## src/rtl/addsub_arbiter.sv

```systemverilog
// Two-requester front end for a shared 16-bit saturating add/sub unit.
// One operation is in flight at a time; the result is held until the consumer takes it.
module addsub_arbiter (
  input  logic        clk,
  input  logic        rst,
  input  logic        req0_valid,
  output logic        req0_ready,
  input  logic [1:0]  req0_op,
  input  logic [15:0] req0_a,
  input  logic [15:0] req0_b,
  input  logic        req1_valid,
  output logic        req1_ready,
  input  logic [1:0]  req1_op,
  input  logic [15:0] req1_a,
  input  logic [15:0] req1_b,
  output logic [15:0] alu_a,
  output logic [15:0] alu_b,
  output logic        alu_sub,
  output logic        alu_padd,
  output logic        alu_red,
  input  logic [15:0] alu_s,
  output logic        rsp_valid,
  output logic        rsp_id,
  output logic [15:0] rsp_data,
  input  logic        rsp_ready
);

  typedef enum logic [1:0] {IDLE, EXEC, HOLD} state_t;

  localparam logic [1:0] OP_SUB  = 2'b01;
  localparam logic [1:0] OP_PADD = 2'b10;
  localparam logic [1:0] OP_RED  = 2'b11;

  state_t      state;
  state_t      state_next;
  logic [1:0]  cap_op;
  logic [15:0] cap_a;
  logic [15:0] cap_b;
  logic        cap_id;
  logic        last_grant;
  logic        accept_ok;
  logic        grant;
  logic        handshake;

  // A new operation may enter only when nothing is executing and no response is stuck in HOLD.
  always_comb begin
    accept_ok = (state == IDLE) || ((state == HOLD) && rsp_ready);
    grant     = 1'b0;
    if (req0_valid && req1_valid) begin
      grant = ~last_grant;
    end else if (req1_valid) begin
      grant = 1'b1;
    end
    req0_ready = !rst && accept_ok && req0_valid && !grant;
    req1_ready = !rst && accept_ok && req1_valid && grant;
    handshake  = req0_ready || req1_ready;
  end

  always_ff @(posedge clk or posedge rst) begin
    if (rst) begin
      state <= IDLE;
    end else begin
      state <= state_next;
    end
  end

  always_comb begin
    state_next = state;
    case (state)
      IDLE: begin
        if (handshake) state_next = EXEC;
      end
      EXEC: begin
        state_next = HOLD;
      end
      HOLD: begin
        if (handshake) begin
          state_next = EXEC;
        end else if (rsp_ready) begin
          state_next = IDLE;
        end
      end
      default: begin
        state_next = IDLE;
      end
    endcase
  end

  // Capture the winning request, then latch the unit's result one cycle later.
  always_ff @(posedge clk or posedge rst) begin
    if (rst) begin
      cap_op     <= 2'b00;
      cap_a      <= 16'h0000;
      cap_b      <= 16'h0000;
      cap_id     <= 1'b0;
      last_grant <= 1'b1;
      rsp_valid  <= 1'b0;
      rsp_data   <= 16'h0000;
      rsp_id     <= 1'b0;
    end else begin
      if (handshake) begin
        cap_op     <= grant ? req1_op : req0_op;
        cap_a      <= grant ? req1_a  : req0_a;
        cap_b      <= grant ? req1_b  : req0_b;
        cap_id     <= grant;
        last_grant <= grant;
      end
      if (state == EXEC) begin
        rsp_valid <= 1'b1;
        rsp_data  <= alu_s;
        rsp_id    <= cap_id;
      end else if ((state == HOLD) && rsp_ready) begin
        rsp_valid <= 1'b0;
      end
    end
  end

  always_comb begin
    alu_a    = cap_a;
    alu_b    = cap_b;
    alu_sub  = (cap_op == OP_SUB);
    alu_padd = (cap_op == OP_PADD);
    alu_red  = (cap_op == OP_RED);
  end

endmodule

```

## config.mk

```make
export PLATFORM = sky130hd
export DESIGN_NAME = addsub_arbiter
export DESIGN_NICKNAME = d
export VERILOG_FILES = /design/src/rtl/addsub_arbiter.sv
export SDC_FILE = /design/constraint.sdc
export NUM_CORES = 1
export LEC_CHECK = 0
export ABC_AREA = 0
export CAP_MARGIN = 20
export CORE_MARGIN = 5
export CORE_UTILIZATION = 39
export DETAILED_ROUTE_END_ITERATION = 7
export HOLD_SLACK_MARGIN = 0.03
export PLACE_DENSITY = 0.8
export SETUP_SLACK_MARGIN = 0.1
export SYNTH_ARGS = -nofsm -noshare
export SYNTH_HDL_FRONTEND = slang
export SYNTH_SLANG_ARGS = --single-unit
export TNS_END_PERCENT = 20
```

## constraint.sdc

```tcl
create_clock -name clk -period 2.18 [get_ports clk]
set_input_delay 0.436 -clock clk [delete_from_list [all_inputs] [get_ports clk]]
set_output_delay 0.436 -clock clk [all_outputs]
set_load 0.005 [all_outputs]
```

==> qor.csv <==
metric,value,unit
routed len/inst,17.04,um
final routed DRC violation total,0,
Synth top area share,0.5174,
Yosys cell types,26,
Die Y,92.59,um
setup slack after layout,0.1983,ns
grt ovf,0,
"Net Count, Synth",276,
#FFs+latches synth,56,
Via density,5.307,
critical-path cell list,"clkdlybuf4s50_1, or2b_1, nand2_1, nor3_2, dlygate4sd2_1",
Post-Route Setup TNS,0,ns
share of layout cells above drive strength 1,0.2275,
min-delay worst type,register to register,
"top cells by area, synth","dfrtp_1, a2bb2oi_2, o32ai_1",
total track usage,0.1639,
fin util,0.6406,
VDD IR max,0.0004395,V
Slew HR,0.5126,
DR vias,2197,
CP Capture Type,primary output,
# setup viols final,0,
largest net degree at the start of global routing,36,
WP buf/inv,2,
PD cells,889.2,mW/mm2
antenna cells,0,
worst-path fanout max,2,
placed cells,406,
dpl ws,-0.07563,ns
Post-Syn Area,0.002660,mm2
fin area,0.004304,mm2
initial antenna violation count,0,
IO Port Bufs,143,
Final #Nets,422,
Syn. warnings,0,
clock slew at reported path FFs,0.09,ns
CP top delay family,buffers and inverters,
Routed Antenna Nets,0,
RSZ-0062 raised after global routing,no,
Clock Latency Late Sink,0.29,ns
Starting Density,0.3959,
number of global-route vias before repair,2343,
# Post-CTS Setup Buffers,0,
max-cap viol count,0,
Synth Flop Type,dfrtp_1,
CTS tree,built,
LEAKAGE,1.631,nW
mean post-synth cell area,14.22,um2
Hold Worst Slack,0.5118,ns
Fmax,504.6,MHz
register area share after synthesis,0.5273,
CTS Hold Bufs,0,
Syn-to-layout area delta,61.81,%
Final Hold Viols,0,
die span in x,92.59,um
status,"finished, final reports clean",
fin crit share,0.9090,
Post-synth EDFFs,0,
Detailed Routing Iterations Pass 1,4,
DIE AREA,0.008572,mm2
H-tree depth,2,
CTS sink count,56,
kind of critical path,primary input to primary output,
Post-synth ARST share,1.000,
routability cong.,0.7500,
Final HPWL DP,5255,um
Syn Inst Count,187,
min cycle time layout,1.982,ns
core area,0.006719,mm2
Critical Path AT,1.55,ns
"Slew Viols, Final",0,
Root Driver,clkbuf_8,
CP max stage cell,clkdlybuf4s50_1,
"slowest stage delay, CP",0.47,ns
row count,30,
I/O Pins,144,
Post-DP Area,0.004212,mm2
fin cells,414,
Synth area leader,dfrtp_1,
Crit path required time,1.74,ns
Routed WL,7053,um
clock buffer count from CTS,5,
Clock Skew,0.003280,ns
Longest Clk Path Bufs,2,
total power,3.827,mW
first-pass GRT wire length,11360,um
DRT iter0 DRCs,48,
Startpoint Class,primary input,
Tightest Pin Transition,0.7312,ns
## synthesized netlist by cell type (2+ instances only)
cell and instances:
a21oi_1 3, a2bb2oi_1 5, a2bb2oi_2 29, a31oi_1 3
buf_2 4, buf_4 4, buf_6 3, clkbuf_1 8
dfrtp_1 55, inv_1 2, mux2_2 17, nand2_1 2
nor2_1 4, nor2b_1 3, o32ai_1 34
## power breakdown
| part | leakage [nW] | internal, mW | total [mW] | switching, mW |
|---|---|---|---|---|
| sequential | 0.625 | 1.37 | 1.58 | 0.210 |
| clock | 0.0455 | 0.260 | 0.561 | 0.301 |
| combinational | 0.961 | 1.14 | 1.69 | 0.550 |
| total | 1.63 | 2.77 | 3.83 | 1.06 |
## final timing paths
| check | start | endpoint | slack [ns] | cells past startpoint |
|---|---|---|---|---|
| max reg2reg | state[0]$_DFFE_PP0P_ | rsp_data[3]$_DFFE_PP0P_ | 0.50 | 3 |
| min | rsp_data[4]$_DFFE_PP0P_ | rsp_data[4]$_DFFE_PP0P_ | 0.51 | 1 |
| min reg2reg | rsp_data[4]$_DFFE_PP0P_ | rsp_data[4]$_DFFE_PP0P_ | 0.51 | 1 |
| min in group asynchronous | rst | cap_op[0]$_DFFE_PP0P_ | 0.69 | 4 |
| max in group asynchronous | rst | last_grant$_DFFE_PP1P_ | 1.15 | 4 |
| max | rsp_ready | req0_ready | 0.20 | 5 |
## kinds of logic after synthesis
kind of cell / after synthesis / share of synthesized area
flops: 56 / 0.5273
simple gates: 16 / 0.04233
buf+inv: 22 / 0.04704
compound gates: 76 / 0.3114
mux: 17 / 0.07196
## sequential cells by signal, summed over array words and instances (netlist names)
register	cells
cap_id	1
cap_op	2
rsp_id	1
rsp_data	16
state	2
alu_a	16
rsp_valid	1
alu_b	16
last_grant	1
## cell usage in the layout (no fill, tap or decap), drive strengths merged, types with 2 or more instances in the layout
cell type	count
dlygate4sd2	2
nor3	2
a31oi	3
a21oi	3
mux2	17
clkdlybuf4s50	141
clkbuf	8
nor2	4
dfrtp	55
buf	15
nand2	2
a2bb2oi	34
inv	3
nor2b	4
o32ai	34
## layer usage
| metal | global-route usage | wire length, um |
|---|---|---|
| met1 | 0.1935 | 2767 |
| met2 | 0.2852 | 3577 |
| met3 | 0.05686 | 636 |
| met4 | 0.03960 | 72 |
| met5 | 0 | 0 |
## worst reg2reg max path, delay by kind of cell, from the launching register on
family / cells / cell delay [ns]
buf+inv: 1 / 0.17
flops: 1 / 0.38
mux: 1 / 0.42
simple gates: 1 / 0.61
## repair_timing
item                                    in CTS  in global routing
gates resized for setup                      2                  1
endpoints found under the setup margin       2                  1
pin swaps                                    0                  0
## cell type report
class | count | area [um2]
Fill cell | 549 | 2415
Timing Repair Buffer | 158 | 1554
Sequential cell | 56 | 1403
Multi-Input combinational cell | 109 | 1146
Tap cell | 80 | 100.1
Clock buffer | 8 | 90.09
Inverter | 3 | 11.26
No activity file was read; power rests on OpenSTA's default activity.
